**src/rtl/mmu_refill_if.sv**
```systemverilog
// Table-read bus between the MMU refill walker (master) and the memory port (slave).
// mem_rdata is valid in the cycle mem_ack is high.
interface mmu_refill_if #(
    parameter int RV = 16
);
    logic          mem_req;
    logic [RV-1:0] mem_addr;
    logic          mem_ack;
    logic [RV-1:0] mem_rdata;

    modport master (output mem_req, mem_addr, input mem_ack, mem_rdata);
    modport slave  (input mem_req, mem_addr, output mem_ack, mem_rdata);
endinterface

```
**src/rtl/mmu_refill.sv**
```systemverilog
// Hardware page-table walker: on an MMU miss/protect fault, fetch the PTE and write it back.
// Optional MMU_REFILL_TIMEOUT_EN: retry stalled table reads and give up after three timeouts.
module mmu_refill #(
    parameter int RV   = 16,
    parameter int PA   = RV,
    parameter int VA   = RV,
    parameter int NMMU = 8
) (
    input  logic          clk,
    input  logic          reset,
    input  logic          mmu_fault,
    input  logic [RV-1:0] fault_reg,
    output logic          reg_write,
    output logic [RV-1:0] reg_data,
    input  logic          base_write,
    input  logic [RV-1:0] base_data,
    mmu_refill_if.master  mem,
    output logic          busy,
    output logic          done,
    output logic          walk_fault
);
    localparam int U   = VA - $clog2(NMMU);
    localparam int IW  = $clog2(NMMU) + 2;
    localparam int PPW = PA - U;

    typedef enum logic [1:0] {IDLE, CAPTURE, FETCH, WRITE} state_t;

    state_t        state_q, state_d;
    logic [RV-1:0] base_q, base_d;
    logic          type_q, type_d;
    logic [RV-1:0] mem_addr_q, mem_addr_d;
    logic          mem_req_q, mem_req_d;
    logic          reg_write_q, reg_write_d;
    logic [RV-1:0] reg_data_q, reg_data_d;
    logic          done_q, done_d;
    logic          walk_fault_q, walk_fault_d;
    logic          busy_q, busy_d;
`ifdef MMU_REFILL_TIMEOUT_EN
    logic [3:0]    wait_cnt_q, wait_cnt_d;
    logic [1:0]    retry_q, retry_d;
`endif

    logic [IW-1:0] idx;
    logic          pte_bad;
    logic          unused_bits;

    // Table slot: instruction/supervisor space selects one of four page groups.
    assign idx     = {fault_reg[3], fault_reg[2], fault_reg[VA-1:U]};
    assign pte_bad = !mem.mem_rdata[1] || (!type_q && !mem.mem_rdata[2]);
    assign unused_bits = ^{fault_reg[U-1:4], fault_reg[0], mem.mem_rdata[0]};

    always_comb begin
        // NOTE: every _d starts from a default so no branch can leave it unassigned (no latch).
        state_d      = state_q;
        base_d       = base_q;
        type_d       = type_q;
        mem_addr_d   = mem_addr_q;
        mem_req_d    = mem_req_q;
        reg_write_d  = 1'b0;
        reg_data_d   = reg_data_q;
        done_d       = 1'b0;
        walk_fault_d = 1'b0;
`ifdef MMU_REFILL_TIMEOUT_EN
        wait_cnt_d   = wait_cnt_q;
        retry_d      = retry_q;
`endif

        if (base_write) base_d = base_data;

        case (state_q)
            IDLE: if (mmu_fault) state_d = CAPTURE;
            CAPTURE: begin
                type_d     = fault_reg[1];
                mem_addr_d = base_q + RV'({idx, 1'b0});
                mem_req_d  = 1'b1;
                state_d    = FETCH;
`ifdef MMU_REFILL_TIMEOUT_EN
                wait_cnt_d = '0;
                retry_d    = '0;
`endif
            end
            FETCH: begin
                if (mem_req_q && mem.mem_ack) begin
                    mem_req_d = 1'b0;
                    if (pte_bad) begin
                        walk_fault_d = 1'b1;
                        state_d      = IDLE;
                    end else begin
                        reg_write_d = 1'b1;
                        done_d      = 1'b1;
                        reg_data_d  = {mem.mem_rdata[RV-1:RV-PPW], mem.mem_rdata[RV-PPW-1:1], 1'b1};
                        state_d     = WRITE;
                    end
                end
`ifdef MMU_REFILL_TIMEOUT_EN
                else if (!mem_req_q) begin
                    mem_req_d = 1'b1;
                end else if (wait_cnt_q == 4'd14) begin
                    // Fifteenth unanswered cycle: drop the request for one cycle, or give up.
                    wait_cnt_d = '0;
                    mem_req_d  = 1'b0;
                    if (retry_q == 2'd2) begin
                        walk_fault_d = 1'b1;
                        state_d      = IDLE;
                    end else begin
                        retry_d = retry_q + 2'd1;
                    end
                end else begin
                    wait_cnt_d = wait_cnt_q + 4'd1;
                end
`endif
            end
            WRITE:   state_d = IDLE;
            default: state_d = IDLE;
        endcase

        busy_d = (state_d != IDLE) || walk_fault_d;
    end

    always_ff @(posedge clk) begin
        // NOTE: sequential state uses non-blocking assignments only, so all flops update together.
        if (reset) begin
            state_q      <= IDLE;
            base_q       <= '0;
            type_q       <= 1'b0;
            mem_addr_q   <= '0;
            mem_req_q    <= 1'b0;
            reg_write_q  <= 1'b0;
            reg_data_q   <= '0;
            done_q       <= 1'b0;
            walk_fault_q <= 1'b0;
            busy_q       <= 1'b0;
`ifdef MMU_REFILL_TIMEOUT_EN
            wait_cnt_q   <= '0;
            retry_q      <= '0;
`endif
        end else begin
            state_q      <= state_d;
            base_q       <= base_d;
            type_q       <= type_d;
            mem_addr_q   <= mem_addr_d;
            mem_req_q    <= mem_req_d;
            reg_write_q  <= reg_write_d;
            reg_data_q   <= reg_data_d;
            done_q       <= done_d;
            walk_fault_q <= walk_fault_d;
            busy_q       <= busy_d;
`ifdef MMU_REFILL_TIMEOUT_EN
            wait_cnt_q   <= wait_cnt_d;
            retry_q      <= retry_d;
`endif
        end
    end

    assign mem.mem_req  = mem_req_q;
    assign mem.mem_addr = mem_addr_q;
    assign reg_write    = reg_write_q;
    assign reg_data     = reg_data_q;
    assign done         = done_q;
    assign walk_fault   = walk_fault_q;
    assign busy         = busy_q;
endmodule

```
**src/flat_wrapper.sv**
```systemverilog
// flat-port wrapper written by rule: the top's interface ports become plain ports
module mmu_refill_flat 
#(
    parameter int RV   = 16,
    parameter int PA   = RV,
    parameter int VA   = RV,
    parameter int NMMU = 8
)
  (clk, reset, mmu_fault, fault_reg, reg_write, reg_data, base_write, base_data, busy, done, walk_fault, mem_mem_req, mem_mem_addr, mem_mem_ack, mem_mem_rdata);
  mmu_refill_if #(.RV(RV)) mem_i ();
  input  logic clk;
  input  logic reset;
  input  logic mmu_fault;
  input  logic [RV-1:0] fault_reg;
  output logic reg_write;
  output logic [RV-1:0] reg_data;
  input  logic base_write;
  input  logic [RV-1:0] base_data;
  output logic busy;
  output logic done;
  output logic walk_fault;
  output wire logic [$bits(mem_i.mem_req)-1:0] mem_mem_req;
  output wire logic [$bits(mem_i.mem_addr)-1:0] mem_mem_addr;
  input wire logic [$bits(mem_i.mem_ack)-1:0] mem_mem_ack;
  input wire logic [$bits(mem_i.mem_rdata)-1:0] mem_mem_rdata;
  assign mem_mem_req = mem_i.mem_req;
  assign mem_mem_addr = mem_i.mem_addr;
  assign mem_i.mem_ack = mem_mem_ack;
  assign mem_i.mem_rdata = mem_mem_rdata;
  mmu_refill #(.RV(RV), .PA(PA), .VA(VA), .NMMU(NMMU)) u_core (.clk(clk), .reset(reset), .mmu_fault(mmu_fault), .fault_reg(fault_reg), .reg_write(reg_write), .reg_data(reg_data), .base_write(base_write), .base_data(base_data), .mem(mem_i), .busy(busy), .done(done), .walk_fault(walk_fault));
endmodule
```
**config.mk**
```make
export PLATFORM = sky130hd
export DESIGN_NAME = mmu_refill_flat
export DESIGN_NICKNAME = d
export VERILOG_FILES = /design/src/rtl/mmu_refill_if.sv /design/src/rtl/mmu_refill.sv /design/src/flat_wrapper.sv
export SDC_FILE = /design/constraint.sdc
export NUM_CORES = 1
export LEC_CHECK = 0
export BUFFER_PORTS_ARGS = -buffer_cell sky130_fd_sc_hd__buf_2
export CAP_MARGIN = 20
export CELL_PAD_IN_SITES_DETAIL_PLACEMENT = 1
export CELL_PAD_IN_SITES_GLOBAL_PLACEMENT = 2
export CORE_MARGIN = 5
export CORE_UTILIZATION = 30
export CTS_CLUSTER_DIAMETER = 40
export DETAILED_ROUTE_END_ITERATION = 8
export GPL_TIMING_DRIVEN = 1
export PLACE_DENSITY = 0.94
export SLEW_MARGIN = 10
export SYNTH_ARGS = -nofsm -noshare
export SYNTH_HDL_FRONTEND = slang
export SYNTH_SLANG_ARGS = --single-unit
```
**constraint.sdc**
```tcl
create_clock -name clk -period 5.1 [get_ports clk]
set_input_delay 0.765 -clock clk [delete_from_list [all_inputs] [get_ports clk]]
set_output_delay 0.765 -clock clk [all_outputs]
set_load 0.01 [all_outputs]
```
==> impl_metrics.tcl, run 1 <==
set metrics [dict create \
    worstPathRequired_ns 5.24 \
    worstMarginPinSlew_ns 0.972 \
    routed-wl-met2_microns 2810 \
    cts_resized 0 \
    synth_cells 244 \
    vias 1948 \
    numCtsBuffers 5 \
    arrival_ns 2.54 \
    rows 32 \
    synth_nets 303 \
    die_h_microns 98.8 \
    grt_max_degree 53 \
    grt-ovfl-total 0 \
    p_sw_uw 209 \
    p_clk_share_pct 29.2 \
    clkTransAtPathRegs_ns 0.10 \
    end_kind "register" \
    finalWirelength_microns 5880 \
    maxCapViolations 0 \
    cp-start-kind "primary input" \
    fillers 925 \
    p_per_area_mw_per_mm2 278 \
    grt_use_total_pct 12.1 \
    cts-root-buf "clkbuf_8" \
    grt_pass1_vias 1966 \
    clkSinkCount 55 \
    skew_ns 0.00943 \
    status "completed" \
    synth-seq-cells 55 \
    wl_per_cell_microns 14.0 \
    crit_path_max_fanout 6 \
    insertedDiodeCount 0 \
    yosysSeqAreaShare_pct 46.5 \
    areaGrowthSynthToFinish_pct 21.6 \
    most-common-layout-cells "78 x buf_2, 55 x dfxtp_1, 42 x nor2_1" \
    place.gp.congestion 0.764 \
    setup_viol 0 \
    slew-limit-headroom_pct 35.2 \
    drive_gt1_share_pct 29.7 \
    internal-power_uw 590 \
    grt_pass1_wl_microns 9720 \
    dr.pass1.iters 4 \
    top_layer "met4" \
    regArea_sq_mm 0.00110 \
    start_util_pct 30.8 \
    ios 90 \
    synth_flop_cell "dfxtp_1" \
    final_max_slew_viol_count 0 \
    post-place-ws_ns 2.41 \
    dp_hpwl_microns 4380 \
    met3_wirelength_microns 254 \
    core_area_sq_mm 0.00769 \
    postLayoutSetupSlackWorst_ns 2.71 \
    p_sw_share_pct 26.2 \
    hold_violations 0 \
    hold_path_class "register to register" \
    viasPerCell 4.65 \
    io_buffers 78 \
    chipWidth_microns 98.8 \
    netlist_area_sq_mm 0.00237 \
    min_period_over_period_pct 47.0 \
    hold_ws_ns 0.457 \
    ys_types 44 \
    fin_nets 375 \
    met1_length_microns 2760 \
    pwr-share-comb_pct 12.9 \
    power_leakage_nw 1.30 \
    synth_warnings 0 \
    postRouteAntennaNets 0 \
    syn_area_per_cell_sq_um 9.70 \
    multi_input_area_sq_mm 0.00115 \
    rsz0062_at_grt "false" \
    async_reset_ff_share_pct 0 \
    fin_crit_ns 2.39 \
    cts.path.max_buffers 2 \
    drt_iter0_markers 44 \
    h-tree-depth 2 \
    synth_edf_count 0 \
    fmaxAchievable_mhz 418 \
    worstSetupPathType "primary input to register" \
    setup_tns_ns 0 \
    drc_errors 0 \
    antenna_found_initial 0 \
    ctsHoldBuffers 0 \
    post_cts_buffers 0 \
    clk_latency_ns 0.30 \
    final_common_cell "buf_2" \
    die_area_sq_mm 0.00977 \
    pwr-share-seq_pct 57.9 \
    cts_tree "built" \
    ir_drop_uv 110 \
]
-- critical path: stages --
cell and delay [ns]:
buf_2 0.08, ha_1 0.19, inv_1 0.07, fa_1 0.40, nand2b_2 0.21, a21oi_2 0.29, o2111ai_1 0.16, xor2_1 0.26
a211oi_1 0.11
-- kinds of logic (layout without fill, tap and decap cells) --
logic type | after synthesis | count (layout) | synth area share [%]
AND/OR/NAND/NOR | 78 | 78 | 15.9
multiplexers | 31 | 31 | 13.1
buffers and inverters | 20 | 93 | 4.97
adder cells (fa/ha/maj) | 6 | 6 | 3.49
XOR/XNOR | 8 | 8 | 2.96
flip-flops | 55 | 55 | 46.5
AO/OA/AOI/OAI | 46 | 46 | 13.1
-- cell usage after synthesis (2+ instances only) --
library cell,n,area share (%)
a211oi_1,6,1.9
a21o_1,3,0.95
a21oi_1,10,2.1
buf_2,4,0.85
buf_6,3,1.4
clkbuf_1,4,0.63
dfxtp_1,55,47
ha_1,5,2.6
inv_1,6,0.95
mux2i_1,31,13
nand2_1,13,2.1
nand2b_1,3,0.79
nand3_1,3,0.63
nor2_1,42,6.7
nor2b_1,2,0.53
nor3_1,2,0.42
nor4b_1,2,0.74
o2111ai_1,2,0.74
o211ai_1,5,1.6
o21ai_0,11,2.3
o31ai_1,2,0.63
xor2_1,8,3.0
-- metal layers --
| metal | vias to the layer above | track usage, % |
|---|---|---|
| li1 | 989 | - |
| met1 | 916 | 16.2 |
| met2 | 41 | 19.6 |
| met4 | 0 | 3.47 |
| met3 | 2 | 2.83 |
| met5 | - | 0 |
-- flip-flops by register name (all words and copies together) (netlist names) --
register / count
u_core.base_q: 16
u_core.reg_write: 1
u_core.mem.mem_addr: 16
u_core.type_q: 1
u_core.mem.mem_req: 1
u_core.busy: 1
u_core.reg_data: 16
u_core.state_q: 2
u_core.walk_fault: 1
-- cell type report --
type / instances / area share (%)
clock buffer: 7 / 2.65
clock inverter: 1 / 0.174
inverter: 6 / 0.782
multi-input combinational: 169 / 39.9
sequential: 55 / 38.2
tap: 102 / 4.43
timing repair buffer: 79 / 13.8
-- path summary, 6_finish.rpt --
kind | slack, ns | to | depth (start not counted) | from
hold / removal | 0.46 | u_core.type_q | 2 | u_core.type_q
setup / recovery | 2.71 | u_core.mem.mem_addr[9] | 9 | fault_reg[13]
hold reg to reg | 0.46 | u_core.type_q | 2 | u_core.type_q
setup reg to reg | 2.90 | u_core.mem.mem_addr[9] | 8 | u_core.base_q[1]
-- per-stage QoR --
stage | util, % | area, sq um | power (mW) | cells
2_1_floorplan | - | 2370 | 0.536 | 244
3_5_place_dp | 36.4 | 2800 | 0.577 | 411
4_1_cts | 37.5 | 2880 | 0.816 | 419
5_1_grt | 37.5 | 2880 | 0.845 | 419
6_report | 37.5 | 2880 | 0.799 | 419
3_3_place_gp | 36.4 | 2800 | 0.573 | 411
-- power groups by stage --
stage / logic (mW) / registers, mW / clock network, mW
5_1_grt: 0.117 / 0.466 / 0.262
3_3_place_gp: 0.102 / 0.472 / 0
2_1_floorplan: 0.0627 / 0.473 / 0
6_report: 0.103 / 0.462 / 0.233
4_1_cts: 0.105 / 0.463 / 0.248
3_5_place_dp: 0.104 / 0.473 / 0
Power figures use the tool's default switching activity.
==> inputs of run 2 (changes only) <==
--- a/config.mk
+++ b/config.mk
@@ -5,16 +5,17 @@
 export SDC_FILE = /design/constraint.sdc
 export NUM_CORES = 1
 export LEC_CHECK = 0
+export ABC_AREA = 1
 export BUFFER_PORTS_ARGS = -buffer_cell sky130_fd_sc_hd__buf_2
 export CAP_MARGIN = 20
 export CELL_PAD_IN_SITES_DETAIL_PLACEMENT = 1
 export CELL_PAD_IN_SITES_GLOBAL_PLACEMENT = 2
 export CORE_MARGIN = 5
-export CORE_UTILIZATION = 30
+export CORE_UTILIZATION = 23
 export CTS_CLUSTER_DIAMETER = 40
 export DETAILED_ROUTE_END_ITERATION = 8
 export GPL_TIMING_DRIVEN = 1
-export PLACE_DENSITY = 0.94
+export PLACE_DENSITY = 0.86
 export SLEW_MARGIN = 10
 export SYNTH_ARGS = -nofsm -noshare
 export SYNTH_HDL_FRONTEND = slang
==> constraint.sdc (replaced) <==
create_clock -name clk -period 2 [get_ports clk]
set_input_delay 0.3 -clock clk [delete_from_list [all_inputs] [get_ports clk]]
set_output_delay 0.3 -clock clk [all_outputs]
set_load 0.01 [all_outputs]
==> impl_metrics.tcl, run 2 <==
set metrics [dict create \
    drt_iter0_markers 69 \
    min_period_over_period_pct 89.0 \
    hold_ws_ns 0.198 \
    fin_crit_ns 1.78 \
    power_mw 2.33 \
    start_util_pct 23.3 \
    grt-ovfl-total 0 \
    areaGrowthSynthToFinish_pct 27.0 \
    end_kind "register" \
    finalWirelength_microns 7600 \
    io_buffers 78 \
    rows 38 \
    ys_types 24 \
    pwr-share-comb_pct 15.0 \
    yosys-top-cells-area "dfxtp_1 44%, nor2_1 13%, nand2_1 9.3%" \
    chipWidth_microns 115 \
    final_common_cell "nor2_1" \
    most-common-layout-cells "87 x nor2_1, 78 x buf_2, 62 x nand2_1" \
    slowest_stage "fa_1" \
    hold_path_class "primary input to register" \
    die_area_sq_mm 0.0131 \
    worstMarginPinSlew_ns 0.588 \
    maxCapViolations 0 \
    cts.path.max_buffers 2 \
    postLayoutCellArea_sq_mm 0.00319 \
    cts-root-buf "clkbuf_8" \
    hold_violations 0 \
    cts_resized 0 \
    cp_cell_sequence "ha_1 -> inv_1 -> fa_1 -> inv_1 -> nand2_1 -> a21oi_2 -> nand2_1 -> nand3_1 -> nand3_1 -> nand2_1 -> inv_1" \
    numCtsBuffers 5 \
    antenna_found_initial 2 \
    viasPerCell 4.31 \
    arrival_ns 2.00 \
    drive_gt1_share_pct 22.1 \
    drc_errors 0 \
    synth_nets 431 \
    synth_common_cells "88 x nor2_1, 62 x nand2_1, 55 x dfxtp_1" \
    insertedDiodeCount 0 \
    fin_nets 510 \
    synth-seq-cells 55 \
    numPlacedInstances 584 \
    rsz0062_at_grt "false" \
    post_dp_cell_area_sq_mm 0.00307 \
    grt_pass1_vias 2759 \
    r2r_start "u_core.base_q[1]" \
    dp_hpwl_microns 6070 \
    cts_tree "built" \
    postRouteAntennaNets 0 \
    layoutNonFillerInstCount 592 \
    synth_warnings 0 \
    slew-limit-headroom_pct 60.7 \
    power_leakage_nw 1.64 \
    synth_edf_count 0 \
    synth_area_leader_cell "dfxtp_1" \
    async_reset_ff_share_pct 0 \
    ctsHoldBuffers 0 \
    fmaxAchievable_mhz 562 \
    grt_max_degree 28 \
    grt_use_total_pct 12.2 \
    ir_drop_uv 296 \
    wl_per_cell_microns 12.8 \
    worstPathRequired_ns 2.22 \
    internal-power_mw 1.68 \
    synth_flop_cell "dfxtp_1" \
    core_area_sq_mm 0.0108 \
    ios 90 \
    die_h_microns 115 \
    final_max_slew_viol_count 0 \
    clk_latency_ns 0.31 \
    setup_viol 0 \
    h-tree-depth 2 \
    skew_ns 0.00684 \
    r2r_cells 11 \
    netlist_area_sq_mm 0.00251 \
    syn_area_per_cell_sq_um 6.75 \
    crit_path_max_fanout 3 \
    clkSinkCount 55 \
    place.gp.congestion 0.813 \
    setup_tns_ns 0 \
    p_sw_uw 649 \
    r2r-end "u_core.mem.mem_addr[13]" \
    status "completed" \
    yosysMostFrequentCell "nor2_1" \
    post_cts_buffers 0 \
    vias 2553 \
    yosysSeqAreaShare_pct 43.8 \
    clkTransAtPathRegs_ns 0.11 \
    p_clk_share_pct 33.8 \
    cp-start-kind "register" \
    fillers 1384 \
    synth.top_cell.area_share_pct 43.8 \
    synth_cells 372 \
    critPathMaxStageDelay_ns 0.38 \
    pwr-share-seq_pct 51.1 \
    crit_path_start "u_core.base_q[1]" \
    p_sw_share_pct 27.9 \
    rrSetupSlack_ns 0.22 \
    p_per_area_mw_per_mm2 729 \
    dr.pass1.iters 4 \
    worstSetupPathType "register to register" \
    grt_pass1_wl_microns 13000 \
    crit_path_end "u_core.mem.mem_addr[13]" \
]
==> run 2: cell count changes after synthesis, sizes merged, moves of 3 or more <==
cell	change
xor2	-7
nand2b	-4
nor2	+47
a211oi	-7
inv	+40
nand2	+50
o211ai	-5
o21ai	+26
a21o	-3
a21oi	+7
nand3	+32
mux2i	-31
==> run 2: routing by layer <==
metal  vias to the layer above  part of all wire (%)  track usage [%]
met3                         9                   9.6             5.39
met2                        64                    47             20.8
li1                       1321                     -                -
met1                      1155                    43             13.8
met4                         4                  0.72             2.85
met5                         -                  0.28                0
==> run 2: logic make-up after synthesis <==
logic type	after synthesis	synth area share [%]
adders and majority gates	6	3.29
DFF	55	43.8
AOI/OAI and AO/OA	58	11.7
buffers and inverters	60	9.56
xor gates and xnor gates	1	0.349
and+or+nand+nor	192	31.3
==> run 2: worst min-delay path by stage <==
stage | slack (ns) | end | start | cells after the start
after detailed placement | 0.46 | u_core.reg_data[1] | u_core.reg_data[1] | 2
after global placement | 0.45 | u_core.reg_data[1] | u_core.reg_data[1] | 2
after floorplan | 0.43 | u_core.reg_data[11] | mem_mem_rdata[11] | 2
after CTS | 0.19 | u_core.reg_data[13] | mem_mem_rdata[13] | 3
final | 0.20 | u_core.reg_data[13] | mem_mem_rdata[13] | 3
after global routing | 0.18 | u_core.reg_data[13] | mem_mem_rdata[13] | 3
==> run 2: cell type report <==
type                    instances  area [sq um]  share of cell area, %
clock inverters                 3          50.0                   1.57
clock buffers                   5          68.8                   2.16
multi-input cells             257          1180                   36.9
flip-flops and latches         55          1100                   34.5
repair buffers                 85           443                   13.9
inverters                      47           176                   5.53
well taps                     140           175                   5.49
==> run 2: worst max-delay path: cells and delay by family (launching register included) <==
kind,cells,cell delay (ns)
fa+ha+maj,2,0.56
buf+inv,3,0.18
compound gates,1,0.21
flops,1,0.35
simple gates,5,0.40
==> run 2: metrics by stage <==
step | utilization, % | setup WS, ns
2_1_floorplan | - | 0.358
3_3_place_gp | 28.4 | 0.103
3_5_place_dp | 28.4 | 0.0813
4_1_cts | 29.5 | 0.128
5_1_grt | 29.6 | 0.0303
6_report | 29.6 | 0.220
==> run 2: power groups by stage <==
stage / logic, mW / clock network, mW / registers, mW
after detailed placement: 0.356 / 0 / 1.22
after global placement: 0.348 / 0 / 1.21
after floorplan: 0.197 / 0 / 1.22
after CTS: 0.358 / 0.822 / 1.19
after global routing: 0.407 / 0.856 / 1.20
final: 0.350 / 0.787 / 1.19
==> inputs of run 3 (changes only) <==
--- a/config.mk
+++ b/config.mk
@@ -15,6 +15,7 @@
 export CTS_CLUSTER_DIAMETER = 40
 export DETAILED_ROUTE_END_ITERATION = 8
 export GPL_TIMING_DRIVEN = 1
+export MAX_ROUTING_LAYER = met4
 export PLACE_DENSITY = 0.86
 export SLEW_MARGIN = 10
 export SYNTH_ARGS = -nofsm -noshare
==> constraint.sdc (replaced) <==
create_clock -name clk -period 2 [get_ports clk]
set_input_delay 0.3 -clock clk [delete_from_list [all_inputs] [get_ports clk]]
set_output_delay 0.3 -clock clk [all_outputs]
set_load 0.02 [all_outputs]
==> impl_metrics.tcl, run 3 (synthesized netlist as in run 2, its figures left out) <==
set metrics [dict create \
    worstMarginPinSlew_ns 0.590 \
    numPlacedInstances 584 \
    drt_iter0_markers 68 \
    r2r_start "u_core.base_q[1]" \
    setup_viol 0 \
    rrSetupSlack_ns 0.22 \
    slowest_stage "fa_1" \
    hp-start "mem_mem_rdata[13]" \
    grt_use_total_pct 12.5 \
    cp_cell_sequence "ha_1 -> inv_1 -> fa_1 -> inv_1 -> nand2_1 -> a21oi_2 -> nand2_1 -> nand3_1 -> nand3_1 -> nand2_1 -> inv_1" \
    holdPathStages 3 \
    ir_drop_uv 300 \
    arrival_ns 2.01 \
    worstPathRequired_ns 2.22 \
    clkSinkCount 55 \
    post_cts_buffers 0 \
    postLayoutCellArea_sq_mm 0.00320 \
    hold_ws_ns 0.198 \
    post-place-ws_ns 0.0813 \
    grt_pass1_vias 2760 \
    dr.pass1.iters 4 \
    pwr-share-seq_pct 50.6 \
    postRouteAntennaNets 0 \
    p_sw_share_pct 28.6 \
    start_util_pct 23.3 \
    place.gp.congestion 0.825 \
    crit_path_max_fanout 3 \
    layoutNonFillerInstCount 594 \
    vias 2571 \
    cp-start-kind "register" \
    maxCapViolations 0 \
    dp_hpwl_microns 6070 \
    hold_violations 0 \
    grt_pass1_wl_microns 12900 \
    ios 90 \
    grt-ovfl-total 0 \
    final_common_cell "nor2_1" \
    areaGrowthSynthToFinish_pct 27.2 \
    postLayoutSetupSlackWorst_ns 0.218 \
    fillers 1385 \
    finalWirelength_microns 7630 \
    slew-limit-headroom_pct 60.7 \
    pwr-share-comb_pct 15.9 \
    cts.path.max_buffers 2 \
    chipWidth_microns 115 \
    fin_nets 510 \
    power_leakage_nw 1.64 \
    hold_path_class "primary input to register" \
    cts-root-buf "clkbuf_8" \
    r2r_cells 11 \
    core_area_sq_mm 0.0108 \
    rsz0062_at_grt "false" \
    die_area_sq_mm 0.0131 \
    setup_tns_ns 0 \
    antenna_found_initial 2 \
    final_max_slew_viol_count 0 \
    min_period_over_period_pct 89.1 \
    io_buffers 78 \
    clk_latency_ns 0.31 \
    grt_max_degree 28 \
    most-common-layout-cells "87 x nor2_1, 78 x buf_2, 62 x nand2_1" \
    viasPerCell 4.33 \
    end_kind "register" \
    p_per_area_mw_per_mm2 736 \
    power_mw 2.35 \
    post-route-util_pct 29.6 \
    fin_crit_ns 1.78 \
    status "completed" \
    h-tree-depth 2 \
    p_clk_share_pct 33.5 \
    drive_gt1_share_pct 22.1 \
    cts_tree "built" \
    p_sw_uw 674 \
    r2r-end "u_core.mem.mem_addr[13]" \
    ctsHoldBuffers 0 \
    internal-power_mw 1.68 \
    numCtsBuffers 5 \
    post_dp_cell_area_sq_mm 0.00307 \
    hold_end "u_core.reg_data[13]" \
    skew_ns 0.0104 \
    worstSetupPathType "register to register" \
    wl_per_cell_microns 12.8 \
    drc_errors 0 \
    critPathMaxStageDelay_ns 0.38 \
    rows 38 \
    fmaxAchievable_mhz 561 \
    clkTransAtPathRegs_ns 0.11 \
    die_h_microns 115 \
]
run 3: changes by cell type in the layout (fill, tap and decap cells not counted), sizes merged:
cell,before,now
diode,0,2
run 3: layout make-up:
cell class | count | area, sq um | share of cell area, %
Multi-Input combinational cell | 257 | 1180 | 36.8
Sequential cell | 55 | 1100 | 34.4
Timing Repair Buffer | 85 | 443 | 13.9
Inverter | 47 | 176 | 5.52
Tap cell | 140 | 175 | 5.48
Clock buffer | 5 | 68.8 | 2.15
Clock inverter | 3 | 50.0 | 1.57
Antenna cell | 2 | 5.00 | 0.157
run 3: timing repair:
item | in CTS | in global routing
hold endpoints to repair | 0 | 0
resized for setup | 0 | 1
setup endpoints to repair | 0 | 2
run 3: worst max-delay path by stage:
stage,startpoint,slack (ns),to
2_1_floorplan,u_core.base_q[1],0.36,u_core.mem.mem_addr[13]
3_3_place_gp,fault_reg[13],0.10,u_core.mem.mem_addr[13]
3_5_place_dp,fault_reg[13],0.08,u_core.mem.mem_addr[13]
4_1_cts,u_core.base_q[1],0.13,u_core.mem.mem_addr[13]
5_1_grt,u_core.base_q[1],0.03,u_core.mem.mem_addr[13]
6_report,u_core.base_q[1],0.22,u_core.mem.mem_addr[13]
run 3: power by group through the flow:
| stage | registers, mW | logic (mW) | clock network [mW] |
|---|---|---|---|
| floorplan | 1.25 | 0.197 | 0 |
| global placement | 1.21 | 0.372 | 0 |
| detailed placement | 1.22 | 0.379 | 0 |
| CTS | 1.19 | 0.382 | 0.822 |
| global route | 1.20 | 0.430 | 0.858 |
| finish | 1.19 | 0.374 | 0.788 |
run 3: critical path, delay by kind of cell, from the launching register on:
family          cells  cell delay, ns
compound gates      1            0.21
fa+ha+maj           2            0.56
buf+inv             3            0.18
flops               1            0.35
simple gates        5            0.40
run 3: metal layers:
metal | vias to the layer above | GRT usage (%) | part of all wire [%]
li1 | 1325 | - | -
met1 | 1175 | 14.5 | 44
met2 | 66 | 20.8 | 47
met3 | 5 | 4.44 | 8.2
met4 | 0 | 2.85 | 0.62
met5 | - | - | 0
